**src/rtl/iserdes_dly_scan_pkg.sv**
```systemverilog
// Shared types for the DQ-lane read-capture delay scan: FSM state encoding
// and the default training pattern.
package iserdes_dly_scan_pkg;

    typedef enum logic [2:0] {
        IDLE,
        SET,
        SETTLE,
        REQ,
        SAMPLE,
        EVAL,
        CENTER,
        DONE
    } state_e;

    localparam logic [3:0] DEFAULT_PATTERN = 4'b0101;

endpackage

```
**src/rtl/iserdes_dly_scan_if.sv**
```systemverilog
// Bundle between the scan sequencer (slave) and the PHY control sequencer /
// IDELAY / ISERDES side (master), plus the scan FSM state for observation.
interface iserdes_dly_scan_if #(
    parameter int TAP_WIDTH = 5
);
    import iserdes_dly_scan_pkg::*;

    localparam int NTAPS = 1 << TAP_WIDTH;

    logic                 start;
    logic                 busy;
    logic                 done;
    logic                 fail;
    logic [TAP_WIDTH-1:0] dly_tap;
    logic                 dly_set;
    // rd_req is a level held until rd_ack; the request is taken on the clock
    // edge where both are high, and rd_req drops the following cycle.
    logic                 rd_req;
    logic                 rd_ack;
    logic [3:0]           din;
    logic                 din_valid;
    logic [TAP_WIDTH-1:0] best_start;
    logic [TAP_WIDTH:0]   best_len;
    logic [NTAPS-1:0]     pass_map;
    state_e               dbg_state;

    modport slave (
        input  start, rd_ack, din, din_valid,
        output busy, done, fail, dly_tap, dly_set, rd_req,
               best_start, best_len, pass_map, dbg_state
    );

    modport master (
        output start, rd_ack, din, din_valid,
        input  busy, done, fail, dly_tap, dly_set, rd_req,
               best_start, best_len, pass_map, dbg_state
    );

endinterface

```
**src/rtl/iserdes_dly_scan_dly_window_tracker.sv**
```systemverilog
// Tracks the current run of passing taps and the longest run seen so far,
// and derives the centre tap of the best window.
module dly_window_tracker #(
    parameter int TAP_WIDTH = 5
) (
    input  logic                 clk_i,
    input  logic                 rst_ni,
    input  logic                 clear_i,
    input  logic                 eval_i,
    input  logic                 pass_i,
    input  logic [TAP_WIDTH-1:0] tap_i,
    output logic [TAP_WIDTH-1:0] best_start_o,
    output logic [TAP_WIDTH:0]   best_len_o,
    output logic [TAP_WIDTH-1:0] centre_o
);

    localparam logic [TAP_WIDTH:0] LEN_ONE = (TAP_WIDTH+1)'(1);

    logic [TAP_WIDTH:0]   run_len_q, run_len_d;
    logic [TAP_WIDTH-1:0] run_start_q, run_start_d;
    logic [TAP_WIDTH:0]   best_len_q, best_len_d;
    logic [TAP_WIDTH-1:0] best_start_q, best_start_d;

    always_comb begin
        run_len_d    = run_len_q;
        run_start_d  = run_start_q;
        best_len_d   = best_len_q;
        best_start_d = best_start_q;
        if (clear_i) begin
            run_len_d    = '0;
            run_start_d  = '0;
            best_len_d   = '0;
            best_start_d = '0;
        end else if (eval_i) begin
            if (pass_i) begin
                run_len_d = run_len_q + LEN_ONE;
                if (run_len_q == '0) begin
                    run_start_d = tap_i;
                end
            end else begin
                run_len_d = '0;
            end
            // Strict compare: an equal-length later window never displaces the earlier one.
            if (run_len_d > best_len_q) begin
                best_len_d   = run_len_d;
                best_start_d = run_start_d;
            end
        end
    end

    always_ff @(posedge clk_i or negedge rst_ni) begin
        if (!rst_ni) begin
            run_len_q    <= '0;
            run_start_q  <= '0;
            best_len_q   <= '0;
            best_start_q <= '0;
        end else begin
            run_len_q    <= run_len_d;
            run_start_q  <= run_start_d;
            best_len_q   <= best_len_d;
            best_start_q <= best_start_d;
        end
    end

    // The window never extends past the last tap, so the sum fits TAP_WIDTH bits.
    assign centre_o     = (best_len_q == '0) ? '0 :
                          TAP_WIDTH'({1'b0, best_start_q} + ((best_len_q - LEN_ONE) >> 1));
    assign best_start_o = best_start_q;
    assign best_len_o   = best_len_q;

endmodule

```
**src/rtl/iserdes_dly_scan.sv**
```systemverilog
// Read-capture delay scan for one DDR3 DQ lane: sweeps every IDELAY tap, checks a
// pattern burst per tap and centres on the longest passing window. ISERDES_DLY_SCAN_MAP_EN builds the pass_map register.
module iserdes_dly_scan
    import iserdes_dly_scan_pkg::*;
#(
    parameter int         TAP_WIDTH     = 5,
    parameter int         SAMPLE_WIDTH  = 4,
    parameter int         SETTLE_CYCLES = 8,
    parameter logic [3:0] PATTERN       = DEFAULT_PATTERN
) (
    input  logic           mclk,
    input  logic           mrst_n,
    iserdes_dly_scan_if.slave bus
);

    localparam int                      NTAPS       = 1 << TAP_WIDTH;
    localparam logic [TAP_WIDTH-1:0]    TAP_MAX     = '1;
    localparam logic [7:0]              SETTLE_LAST = 8'(SETTLE_CYCLES - 1);
    localparam logic [SAMPLE_WIDTH-1:0] SAMPLE_LAST = '1;

    state_e                  state_q, state_d;
    logic [TAP_WIDTH-1:0]    tap_q, tap_d;
    logic [7:0]              settle_q, settle_d;
    logic [SAMPLE_WIDTH-1:0] smp_q, smp_d;
    logic                    err_q, err_d;
    logic                    fail_q, fail_d;
    logic [TAP_WIDTH-1:0]    dly_tap_q, dly_tap_d;
    logic                    busy_q, done_q, dly_set_q, rd_req_q;
    logic                    scan_clear, eval_stb;
    logic [TAP_WIDTH-1:0]    best_start, centre;
    logic [TAP_WIDTH:0]      best_len;

    always_comb begin
        state_d    = state_q;
        tap_d      = tap_q;
        settle_d   = settle_q;
        smp_d      = smp_q;
        err_d      = err_q;
        fail_d     = fail_q;
        dly_tap_d  = dly_tap_q;
        scan_clear = 1'b0;
        eval_stb   = 1'b0;
        case (state_q)
            IDLE: begin
                if (bus.start) begin
                    state_d    = SET;
                    tap_d      = '0;
                    fail_d     = 1'b0;
                    scan_clear = 1'b1;
                end
            end
            SET: begin
                state_d  = SETTLE;
                settle_d = '0;
            end
            SETTLE: begin
                if (settle_q == SETTLE_LAST) begin
                    state_d = REQ;
                end else begin
                    settle_d = settle_q + 8'd1;
                end
            end
            REQ: begin
                if (bus.rd_ack) begin
                    state_d = SAMPLE;
                    smp_d   = '0;
                    err_d   = 1'b0;
                end
            end
            SAMPLE: begin
                if (bus.din_valid) begin
                    smp_d = smp_q + 1'b1;
                    if (bus.din != PATTERN) begin
                        err_d = 1'b1;
                    end
                    if (smp_q == SAMPLE_LAST) begin
                        state_d = EVAL;
                    end
                end
            end
            EVAL: begin
                eval_stb = 1'b1;
                if (tap_q == TAP_MAX) begin
                    state_d = CENTER;
                end else begin
                    tap_d   = tap_q + 1'b1;
                    state_d = SET;
                end
            end
            CENTER: begin
                state_d   = DONE;
                dly_tap_d = centre;
                if (best_len == '0) begin
                    fail_d = 1'b1;
                end
            end
            DONE: begin
                state_d = IDLE;
            end
            default: begin
                state_d = IDLE;
            end
        endcase
        // The tap is registered alongside the SET strobe so both appear in the SET cycle.
        if (state_d == SET) begin
            dly_tap_d = tap_d;
        end
    end

    always_ff @(posedge mclk or negedge mrst_n) begin
        if (!mrst_n) begin
            state_q   <= IDLE;
            tap_q     <= '0;
            settle_q  <= '0;
            smp_q     <= '0;
            err_q     <= 1'b0;
            fail_q    <= 1'b0;
            dly_tap_q <= '0;
            busy_q    <= 1'b0;
            done_q    <= 1'b0;
            dly_set_q <= 1'b0;
            rd_req_q  <= 1'b0;
        end else begin
            state_q   <= state_d;
            tap_q     <= tap_d;
            settle_q  <= settle_d;
            smp_q     <= smp_d;
            err_q     <= err_d;
            fail_q    <= fail_d;
            dly_tap_q <= dly_tap_d;
            busy_q    <= (state_d != IDLE);
            done_q    <= (state_q == DONE);
            dly_set_q <= (state_d == SET) || (state_q == CENTER);
            rd_req_q  <= (state_d == REQ);
        end
    end

    dly_window_tracker #(
        .TAP_WIDTH (TAP_WIDTH)
    ) u_tracker (
        .clk_i        (mclk),
        .rst_ni       (mrst_n),
        .clear_i      (scan_clear),
        .eval_i       (eval_stb),
        .pass_i       (!err_q),
        .tap_i        (tap_q),
        .best_start_o (best_start),
        .best_len_o   (best_len),
        .centre_o     (centre)
    );

`ifdef ISERDES_DLY_SCAN_MAP_EN
    logic [NTAPS-1:0] map_q;

    always_ff @(posedge mclk or negedge mrst_n) begin
        if (!mrst_n) begin
            map_q <= '0;
        end else if (scan_clear) begin
            map_q <= '0;
        end else if (eval_stb) begin
            map_q[tap_q] <= !err_q;
        end
    end

    assign bus.pass_map = map_q;
`else
    assign bus.pass_map = {NTAPS{1'b0}};
`endif

    assign bus.busy       = busy_q;
    assign bus.done       = done_q;
    assign bus.fail       = fail_q;
    assign bus.dly_tap    = dly_tap_q;
    assign bus.dly_set    = dly_set_q;
    assign bus.rd_req     = rd_req_q;
    assign bus.best_start = best_start;
    assign bus.best_len   = best_len;
    assign bus.dbg_state  = state_q;

endmodule

```
**src/flat_wrapper.sv**
```systemverilog
// flat-port wrapper written by rule: the top's interface ports become plain ports
module iserdes_dly_scan_flat import iserdes_dly_scan_pkg::*;
#(
    parameter int         TAP_WIDTH     = 5,
    parameter int         SAMPLE_WIDTH  = 4,
    parameter int         SETTLE_CYCLES = 8,
    parameter logic [3:0] PATTERN       = DEFAULT_PATTERN
)
  (mclk, mrst_n, bus_start, bus_rd_ack, bus_din, bus_din_valid, bus_busy, bus_done, bus_fail, bus_dly_tap, bus_dly_set, bus_rd_req, bus_best_start, bus_best_len, bus_pass_map, bus_dbg_state);
  iserdes_dly_scan_if #(.TAP_WIDTH(TAP_WIDTH)) bus_i ();
  input  logic mclk;
  input  logic mrst_n;
  input wire logic [$bits(bus_i.start)-1:0] bus_start;
  input wire logic [$bits(bus_i.rd_ack)-1:0] bus_rd_ack;
  input wire logic [$bits(bus_i.din)-1:0] bus_din;
  input wire logic [$bits(bus_i.din_valid)-1:0] bus_din_valid;
  output wire logic [$bits(bus_i.busy)-1:0] bus_busy;
  output wire logic [$bits(bus_i.done)-1:0] bus_done;
  output wire logic [$bits(bus_i.fail)-1:0] bus_fail;
  output wire logic [$bits(bus_i.dly_tap)-1:0] bus_dly_tap;
  output wire logic [$bits(bus_i.dly_set)-1:0] bus_dly_set;
  output wire logic [$bits(bus_i.rd_req)-1:0] bus_rd_req;
  output wire logic [$bits(bus_i.best_start)-1:0] bus_best_start;
  output wire logic [$bits(bus_i.best_len)-1:0] bus_best_len;
  output wire logic [$bits(bus_i.pass_map)-1:0] bus_pass_map;
  output wire logic [$bits(bus_i.dbg_state)-1:0] bus_dbg_state;
  assign bus_i.start = bus_start;
  assign bus_i.rd_ack = bus_rd_ack;
  assign bus_i.din = bus_din;
  assign bus_i.din_valid = bus_din_valid;
  assign bus_busy = bus_i.busy;
  assign bus_done = bus_i.done;
  assign bus_fail = bus_i.fail;
  assign bus_dly_tap = bus_i.dly_tap;
  assign bus_dly_set = bus_i.dly_set;
  assign bus_rd_req = bus_i.rd_req;
  assign bus_best_start = bus_i.best_start;
  assign bus_best_len = bus_i.best_len;
  assign bus_pass_map = bus_i.pass_map;
  assign bus_dbg_state = bus_i.dbg_state;
  iserdes_dly_scan #(.TAP_WIDTH(TAP_WIDTH), .SAMPLE_WIDTH(SAMPLE_WIDTH), .SETTLE_CYCLES(SETTLE_CYCLES), .PATTERN(PATTERN)) u_core (.mclk(mclk), .mrst_n(mrst_n), .bus(bus_i));
endmodule
```
**config.mk**
```make
export PLATFORM = sky130hd
export DESIGN_NAME = iserdes_dly_scan_flat
export DESIGN_NICKNAME = d
export VERILOG_FILES = /design/src/rtl/iserdes_dly_scan_pkg.sv /design/src/rtl/iserdes_dly_scan_if.sv /design/src/rtl/iserdes_dly_scan_dly_window_tracker.sv /design/src/rtl/iserdes_dly_scan.sv /design/src/flat_wrapper.sv
export SDC_FILE = /design/constraint.sdc
export NUM_CORES = 1
export LEC_CHECK = 0
export CAP_MARGIN = 20
export CORE_UTILIZATION = 56
export DETAILED_ROUTE_END_ITERATION = 16
export GPL_ROUTABILITY_DRIVEN = 0
export GPL_TIMING_DRIVEN = 0
export PLACE_DENSITY = 0.89
export SLEW_MARGIN = 25
export SYNTH_ARGS = -nofsm -noshare
export SYNTH_HDL_FRONTEND = slang
export SYNTH_SLANG_ARGS = --single-unit
export TNS_END_PERCENT = 30
```
**constraint.sdc**
```tcl
create_clock -name mclk -period 4.25 [get_ports mclk]
set_clock_uncertainty 0.1 [all_clocks]
set_input_delay 0.85 -clock mclk [delete_from_list [all_inputs] [get_ports mclk]]
set_output_delay 0.85 -clock mclk [all_outputs]
set_load 0.01 [all_outputs]
```
Yosys cells after proc, flatten, opt, wreduce, memory -nomap -nowiden:

Index checks and enable logic that the tools add are counted.
Widths: inputs -> output; s select.

* register bits after elaboration: 53
* input port bits: 9
* output and inout port bits: 56
* logic and storage cells: 100

* add/sub/neg operators: 6
* $lt $le $gt $ge: 1
* equal/unequal tests: 19
* muxes and demuxes: 43
* reduce and logical (&&, ||, !) cells: 16

Operator list (number)
* $mux 5: 12
* $mux 6: 8
* $pmux 3 s8: 1
* $mux 3: 6
* $pmux 8 s2: 1
* $eq 3x3->1 const B: 4
* $logic_not 6->1: 2
* $reduce_bool 2->1: 6
* $pmux 5 s2: 1
* $eq 3x2->1 const B: 3
* $add 8x1->8 const B: 1
* $eq 8x3->1 const B: 1
* $mux 1: 8
* $mux 4: 2
* $mux 8: 1
* $ne 2x2->1 const B: 4
* $pmux 4 s2: 1
* $add 6x1->6 const B: 1
* $eq 3x1->1 const B: 2
* $gt 6x6->1: 1
* $reduce_and 3->1: 2
* $sub 6x1->6 const B: 1
* $add 5x1->5 const B: 1
* $add 5x5->5: 1
* other kinds (11): 14

Depth between registers and ports, before layout:

Gate-level depths: netlist of the first run.

* word-level depth: 8
* depth in mapped cells: 11
* mapped depth without buffers: 11

Hierarchy:

A second synthesis of the first run with hierarchy kept.

* cell total of the unflattened synthesis: 348
* area total of the unflattened synthesis: 3425.8 um^2

Modules (own cells, without submodules)
* iserdes_dly_scan: instances 1, cells each 191, area an instance 1830.5 um^2, seq. area each 775.7 um^2
* dly_window_tracker: instances 1, cells each 157, area an instance 1595.3 um^2, seq. area each 550.5 um^2

Least setup slack after synthesis of the first run:

No wires, ideal clock.

* kind: flip-flop to flip-flop
* start: register u_core.u_tracker.run_len_q[0]
* end: register u_core.u_tracker.best_start_q[2], in the netlist u_core.u_tracker.best_start_o[2]
* library setup time: 0.094 ns
* data arrival time: 2.241 ns
* path slack: 1.815 ns
* cell stages (with the launch flop): 12
* path buffers: 1
* clock period less this slack: 2.435 ns
* cells stage by stage: dfrtp_1 -> ha_1 -> nand3_1 -> xor2_1 -> nor2_1 -> ha_1 -> nand4_1 -> o21bai_1 -> a31oi_1 -> clkbuf_1 -> nor2_1 -> a211oi_1

* cells in the longest elaborated chain, start to end: 7
* elaborated cells between the ends (all ways): 13

RTL lines
* start, declared: RTL line iserdes_dly_scan_dly_window_tracker.sv:19 `logic [TAP_WIDTH:0] run_len_q, run_len_d;`
* start signal, assigned: RTL line iserdes_dly_scan_dly_window_tracker.sv:58 `run_len_q <= run_len_d;`
* $add 6x1->6: RTL line iserdes_dly_scan_dly_window_tracker.sv:36 `run_len_d = run_len_q + LEN_ONE;`
* $mux 6: RTL line iserdes_dly_scan_dly_window_tracker.sv:35 `if (pass_i) begin`
* $mux 6: RTL line iserdes_dly_scan_dly_window_tracker.sv:34 `end else if (eval_i) begin`
* $mux 6: RTL line iserdes_dly_scan_dly_window_tracker.sv:29 `if (clear_i) begin`
* $gt 6x6->1: RTL line iserdes_dly_scan_dly_window_tracker.sv:44 `if (run_len_d > best_len_q) begin`
* $reduce_bool 2->1 (no line)
* $reduce_and 2->1 (no line)
* end signal, assigned: RTL line iserdes_dly_scan_dly_window_tracker.sv:61 `best_start_q <= best_start_d;`
* end, declared: RTL line iserdes_dly_scan_dly_window_tracker.sv:22 `logic [TAP_WIDTH-1:0] best_start_q, best_start_d;`

Several ways; a longest one is shown, not always the timed one. The select of a mux whose other input is x is not followed.
A chain may end at the register's enable or synchronous reset.

Worst setup path in the final report of the first run:

* start: register u_core.err_q
* end: register u_core.u_tracker.best_start_q[4], in the netlist u_core.u_tracker.best_start_o[4]

* cells in the longest elaborated chain, start to end: 6
* elaborated cells between the ends (all ways): 10

RTL lines
* start, declared: RTL line iserdes_dly_scan.sv:25 `logic err_q, err_d;`
* start signal, assigned: RTL line iserdes_dly_scan.sv:128 `err_q <= err_d;`
* $mux 6: RTL line iserdes_dly_scan_dly_window_tracker.sv:35
* $mux 6: RTL line iserdes_dly_scan_dly_window_tracker.sv:34
* $mux 6: RTL line iserdes_dly_scan_dly_window_tracker.sv:29
* $gt 6x6->1: RTL line iserdes_dly_scan_dly_window_tracker.sv:44
* $reduce_bool 2->1 (no line)
* $reduce_and 2->1 (no line)

Several ways; a longest one is shown, not always the timed one. The select of a mux whose other input is x is not followed.

==> metrics.md, run 1 <==
| Metric | Value |
|---|---|
| Pre-CTS setup slack | 1260 ps |
| Die span in x | 77.7 um |
| Max_cap viols | 0 |
| Cell breakdown of the critical path | or2_1 -> o31ai_1 -> ha_1 -> nand4_1 -> o21ai_0 -> a31oi_1 -> clkbuf_1 -> nor2_1 -> a211oi_1 |
| CP Max Fanout | 10 |
| Area Overhead vs Synth | 19.3% |
| Fin. max-slew vios | 0 |
| Yosys cell types | 54 |
| ANT nets after route | 0 |
| Post-CTS setup buffer count | 0 |
| Final nets | 440 |
| Largest net degree at the start of global routing | 54 |
| Core Area | 5510 um2 |
| Bufs on Longest Clock Path | 2 |
| DRT Wirelength | 6.63 mm |
| Crit path buffers/inverters | 1 |
| Mapped Cells | 343 |
| Endpoints failing hold | 0 |
| Critical path data required time | 4360 ps |
| Setup violators final | 0 |
| Post-synth EDFFs | 0 |
| Via count | 2556 |
| Reg-to-Reg Start | u_core.err_q |
| Worst Hold Path EP | u_core.bus.fail |
| Flop2flop setup slack | 1280 ps |
| Gr usage total | 23.0% |
| Synth warnings | 0 |
| Min Tclk post-route | 2970 ps |
| Min Hold Slack | 409 ps |
| Via/cell ratio | 5.26 |
| Reg2reg end | u_core.u_tracker.best_start_o[4] |
| Post-CTS sizing | 0 |
| Starting Density | 58.3% |
| Worst min-delay path category | reg2reg |
| Sequential-to-total area share from yosys stat | 41.3% |
| Outcome | completed |
| #FFs+latches synth | 53 |
| Pwr dens | 513 nW/um2 |
| Max stage delay on crit path | 470 ps |
| P_leak | 1.89 nW |
| Mean post-synth cell area | 9.35 um2 |
| Setup crit start kind | register |
| IO Port Bufs | 32 |
| Die area | 6040 um2 |
| RSZ-0062 raised after global routing | no |
| Clk sinks | 53 |
| Vert. Die Dim | 77.7 um |
| Dpl cell area | 3730 um2 |
| Vias in the first global route | 2353 |
| Post-synth top flop | dfrtp_1 |
| Fin worst setup slack | 1280 ps |
| Worst Hold Depth | 2 |
| Global-route wire length before repair | 10.9 mm |
| Worst Hold Launch | u_core.bus.fail |
| Root Driver | clkbuf_8 |
| I/O pins | 65 |
| Period utilization | 69.8% |
| Worst setup EP type | register |
| Crit Path Category | reg2reg |
| Fraction of layout instances using a drive strength above 1 | 13.8% |
| # rows | 27 |
| Starting DRT DRC Count | 300 |
| Initial antenna violation count | 0 |
| # hold bufs at CTS | 0 |
| Finished layout cell area | 3830 um2 |
| H-tree levels | 2 |
| Family with the most delay on the worst path | compound AO/OA/AOI/OAI gates |
| Fmax | 337 MHz |
| Number of cells on the worst reg-to-reg path | 9 |
| CTS tree | done |
| Relative slew slack | 36.7% |
| Levels on crit path | 9 |
| Detail Placement HPWL | 4.96 mm |
| Ant diodes | 0 |
| CTS buffer count | 5 |
| WL/cell | 13.7 um |
| CP max stage cell | dfrtp_1 |
| Overflow after GRT | 0 |
| Final setup TNS | 0 ps |
| Clk_lat worst skew | 310 ps |
| Drt pass-1 iters | 4 |
| Asr flop ratio synth | 100% |
| Worst vdd ir | 315 uV |
| Crit path arrival time | 3080 ps |
| DRC errors left | 0 |
| Fill cells | 430 |
| Synthesized area | 3210 um2 |
| Slew @ Worst Pin | 936 ps |
| CTS clk-pin slew, worst paths | 100 ps |
==> where the power goes <==
part / leakage, nW / switching, mW / internal (mW)
Sequential: 0.720 / 0.109 / 0.611
Combinational: 1.12 / 0.497 / 0.448
Clock: 0.0512 / 0.167 / 0.132
Total: 1.89 / 0.773 / 1.19
==> cells in the mapped netlist (all sizes together), types with 8 or more instances <==
master | instances | area (um2)
nand4 | 8 | 50.1
ha | 17 | 213
a21oi | 12 | 60.1
o31ai | 8 | 65.1
inv | 19 | 71.3
xnor2 | 10 | 87.6
nor2 | 25 | 96.4
mux2i | 11 | 110
dfrtp | 53 | 1330
o21ai | 19 | 95.1
nand3 | 10 | 50.1
buf | 37 | 278
nand2 | 41 | 154
xor2 | 8 | 70.1
==> worst max path at each step <==
stage / start / end / slack [ps]
floorplan: u_core.u_tracker.run_len_q[0] / u_core.u_tracker.best_start_o[2] / 1820
global placement: mrst_n / u_core.settle_q[4] / 710
detailed placement: bus_start / u_core.u_tracker.run_start_q[3] / 1260
CTS: u_core.err_q / u_core.u_tracker.best_start_o[4] / 1310
global route: u_core.err_q / u_core.u_tracker.best_start_o[4] / 1090
finish: u_core.err_q / u_core.u_tracker.best_start_o[4] / 1280
==> registers in the layout (all words and copies together), names as in the netlist, 3 cells and up <==
signal / cells
u_core.settle_q: 8
u_core.smp_q: 4
u_core.u_tracker.run_len_q: 6
u_core.u_tracker.best_len_o: 6
u_core.u_tracker.run_start_q: 5
u_core.tap_q: 5
u_core.bus.dly_tap: 5
u_core.bus.dbg_state: 3
u_core.u_tracker.best_start_o: 5
==> per-layer routing <==
layer / up-vias / global-route usage [%] / routed length [um]
met4: 0 / 8.87 / 147
met2: 72 / 39.6 / 3360
met5: - / 0 / 0
met3: 12 / 2.94 / 243
li1: 1265 / - / -
met1: 1207 / 29.5 / 2880
==> logic make-up after synthesis <==
group	count (synthesis)	synth area share, %
other	1	0.117
AO/OA/AOI/OAI	61	12.2
AND/OR/NAND/NOR	117	18.4
flip-flops	53	41.3
multiplexers	13	4.13
adder cells (fa/ha/maj)	18	7.25
XOR/XNOR	18	4.91
buffers and inverters	62	11.6
==> cell type report <==
| class | count | area (um2) | area share, % |
|---|---|---|---|
| inverters | 19 | 71.3 | 1.86 |
| clock inverters | 2 | 13.8 | 0.359 |
| repair buffers | 32 | 318 | 8.30 |
| clock buffers | 6 | 82.6 | 2.16 |
| multi-input cells | 259 | 1630 | 42.5 |
| plain buffers | 43 | 300 | 7.84 |
| flip-flops and latches | 53 | 1330 | 34.6 |
| well taps | 72 | 90.1 | 2.35 |
==> worst reg2reg max path: cells and delay by family (launching register included) <==
family	cells	cell delay [ps]
flops	1	470
compound gates	4	1040
simple gates	3	500
fa+ha+maj	1	360
buf+inv	1	410
==> cells in the final DEF (no fill, tap or decap), types with 3 or more instances in the layout <==
master,n
a211oi_1,4
a21o_1,4
a21oi_1,12
a22o_1,5
buf_2,3
buf_4,33
clkbuf_1,6
clkbuf_8,6
clkdlybuf4s50_1,31
conb_1,32
dfrtp_1,53
ha_1,17
inv_1,19
mux2i_1,11
nand2_1,41
nand2b_1,3
nand3_1,10
nand4_1,8
nor2_1,24
nor2b_1,3
nor3_1,5
o21ai_0,18
o31ai_1,7
xnor2_1,10
xor2_1,8
==> metrics by stage <==
stage / utilization, % / power, mW / std cells
3_5_place_dp: 67.8 / 1.66 / 478
6_report: 69.5 / 1.96 / 486
5_1_grt: 69.5 / 2.10 / 486
2_1_floorplan: - / 1.34 / 374
3_3_place_gp: 67.8 / 1.63 / 478
4_1_cts: 69.5 / 1.97 / 486
Note: power is estimated with default switching activity, not from simulation.
==> run 2: changes to the inputs <==
--- a/config.mk
+++ b/config.mk
@@ -6,11 +6,11 @@
 export NUM_CORES = 1
 export LEC_CHECK = 0
 export CAP_MARGIN = 20
-export CORE_UTILIZATION = 56
+export CORE_UTILIZATION = 47
 export DETAILED_ROUTE_END_ITERATION = 16
 export GPL_ROUTABILITY_DRIVEN = 0
 export GPL_TIMING_DRIVEN = 0
-export PLACE_DENSITY = 0.89
+export PLACE_DENSITY = 0.8
 export SLEW_MARGIN = 25
 export SYNTH_ARGS = -nofsm -noshare
 export SYNTH_HDL_FRONTEND = slang
==> constraint.sdc (replaced) <==
create_clock -name mclk -period 2.7 [get_ports mclk]
set_clock_uncertainty 0.1 [all_clocks]
set_input_delay 0.54 -clock mclk [delete_from_list [all_inputs] [get_ports mclk]]
set_output_delay 0.54 -clock mclk [all_outputs]
set_load 0.01 [all_outputs]
==> metrics.md, run 2 (synthesis gave the netlist of run 1 again) <==
| Metric | Value |
|---|---|
| Outcome | completed (unchanged) |
| ANT nets after route | 0 (unchanged) |
| Fmax | 397 MHz (was 337 MHz) |
| Via count | 2500 (was 2556) |
| Core Area | 6460 um2 (was 5510 um2) |
| Setup crit start kind | register (unchanged) |
| Detail Placement HPWL | 4.76 mm (was 4.96 mm) |
| Finished layout cell area | 3890 um2 (was 3830 um2) |
| I/O pins | 65 (unchanged) |
| Min Tclk post-route | 2520 ps (was 2970 ps) |
| Pre-CTS setup slack | -79.1 ps (was 1260 ps) |
| Vias in the first global route | 2252 (was 2353) |
| Fin worst setup slack | 184 ps (was 1280 ps) |
| Critical path data required time | 2820 ps (was 4360 ps) |
| Largest net degree at the start of global routing | 54 (unchanged) |
| Reg-to-Reg Start | u_core.u_tracker.run_len_q[0] (was u_core.err_q) |
| DRC errors left | 0 (unchanged) |
| Starting DRT DRC Count | 147 (was 300) |
| Die span in x | 84.6 um (was 77.7 um) |
| Final nets | 440 (unchanged) |
| Clk sinks | 53 (unchanged) |
| Area Overhead vs Synth | 21.1% (was 19.3%) |
| CP Max Fanout | 10 (unchanged) |
| Vert. Die Dim | 84.6 um (was 77.7 um) |
| Worst setup EP type | register (unchanged) |
| Total power | 3.18 mW (was 1.96 mW) |
| Crit Path Category | reg2reg (unchanged) |
| # rows | 29 (was 27) |
| Root Driver | clkbuf_8 (unchanged) |
| Crit path arrival time | 2640 ps (was 3080 ps) |
| H-tree levels | 2 (unchanged) |
| Dpl cell area | 3740 um2 (was 3730 um2) |
| Gr usage total | 18.5% (was 23.0%) |
| CTS buffer count | 5 (unchanged) |
| Max_cap viols | 0 (unchanged) |
| Most frequent cells in the layout | 53 x dfrtp_1, 41 x nand2_1, 33 x buf_4 (unchanged) |
| Via/cell ratio | 5.09 (was 5.26) |
| Period utilization | 93.2% (was 69.8%) |
| Initial antenna violation count | 0 (unchanged) |
| P_leak | 1.91 nW (was 1.89 nW) |
| CTS clk-pin slew, worst paths | 100 ps (about the same) |
| Fraction of layout instances using a drive strength above 1 | 15.2% (was 13.8%) |
| Relative slew slack | 36.4% (was 36.7%) |
| Global-route wire length before repair | 10.5 mm (was 10.9 mm) |
| CTS tree | done (unchanged) |
| Reg2reg end | u_core.u_tracker.best_start_o[2] (was u_core.u_tracker.best_start_o[4]) |
| Top reg by flops | u_core.settle_q (unchanged) |
| Ant diodes | 0 (unchanged) |
| DRT Wirelength | 6.20 mm (was 6.63 mm) |
| Bufs on Longest Clock Path | 2 (unchanged) |
| Flop2flop setup slack | 180 ps (was 1280 ps) |
| Worst min-delay path category | in2async (was reg2reg) |
| Slew @ Worst Pin | 941 ps (was 936 ps) |
| Drt pass-1 iters | 12 (was 4) |
| Post-CTS setup buffer count | 0 (unchanged) |
| Final setup TNS | 0 ps (unchanged) |
| Overflow after GRT | 0 (unchanged) |
| Pwr dens | 819 nW/um2 (was 513 nW/um2) |
| Fin. max-slew vios | 0 (unchanged) |
| Max FFs per register | 8 (unchanged) |
| Commonest non-fill, non-tap cell in the layout | dfrtp_1 (unchanged) |
| Worst vdd ir | 497 uV (was 315 uV) |
| IO Port Bufs | 32 (unchanged) |
| # hold bufs at CTS | 0 (unchanged) |
| Number of cells on the worst reg-to-reg path | 11 (was 9) |
| Clk_lat worst skew | 310 ps (about the same) |
| WL/cell | 12.6 um (was 13.7 um) |
| Endpoints failing hold | 0 (unchanged) |
| Layout Utilization | 60.2% (was 69.5%) |
| Setup violators final | 0 (unchanged) |
| Die area | 7160 um2 (was 6040 um2) |
| Starting Density | 49.7% (was 58.3%) |
[run 2: how the worst max path moves through the flow]
stage	startpoint	end	slack [ps]
2_1_floorplan	u_core.u_tracker.run_len_q[0]	u_core.u_tracker.best_start_o[3]	270
3_3_place_gp	mrst_n	u_core.u_tracker.best_len_o[2]	-540
3_5_place_dp	u_core.err_q	u_core.u_tracker.best_start_o[2]	-80
4_1_cts	u_core.err_q	u_core.u_tracker.best_start_o[2]	20
5_1_grt	u_core.u_tracker.run_len_q[0]	u_core.u_tracker.best_len_o[2]	-10
6_report	u_core.u_tracker.run_len_q[0]	u_core.u_tracker.best_start_o[2]	180
[run 2: power breakdown]
| part | leakage (nW) | switching [mW] | total [mW] | internal [mW] |
|---|---|---|---|---|
| logic | 1.13 | 0.774 | 1.48 | 0.709 |
| clock network | 0.0574 | 0.263 | 0.564 | 0.302 |
| registers | 0.720 | 0.173 | 1.14 | 0.962 |
| total | 1.91 | 1.21 | 3.18 | 1.97 |
[run 2: area by class of cell]
cell class	count	area [um2]
clock inverters	2	37.5
repair buffers	32	318
clock buffers	6	82.6
flip-flops and latches	53	1330
well taps	77	96.3
multi-input cells	259	1650
fillers	586	2570
inverters	19	71.3
plain buffers	43	309
[run 2: critical path: stages (launching register included)]
cell and delay, ps:
dfrtp_1 430, ha_1 250, nand3_1 110, xor2_1 180
nor2_2 70, ha_1 320, nand4_1 110, o21bai_1 180
a31oi_2 260, buf_6 180, nor2_1 50, a211oi_1 210
[run 2: per-layer routing]
layer | track usage (%) | wire length, um
met4 | 4.62 | 67
met5 | 0 | 0
met1 | 24.8 | 2910
met2 | 30.7 | 2940
met3 | 4.03 | 289
[run 2: what timing repair did]
item / CTS / global route
resized for setup: 2 / 9
endpoints found under the setup margin: 4 / 11
pin swaps: 0 / 1
hold endpoints to repair: 0 / 0
[run 2: per-stage QoR]
| stage | std cells | hold slack, ps |
|---|---|---|
| after floorplan | 374 | 144 |
| after global placement | 483 | 371 |
| final | 491 | 132 |
| after CTS | 491 | 161 |
| after global routing | 491 | 183 |
| after detailed placement | 483 | 393 |
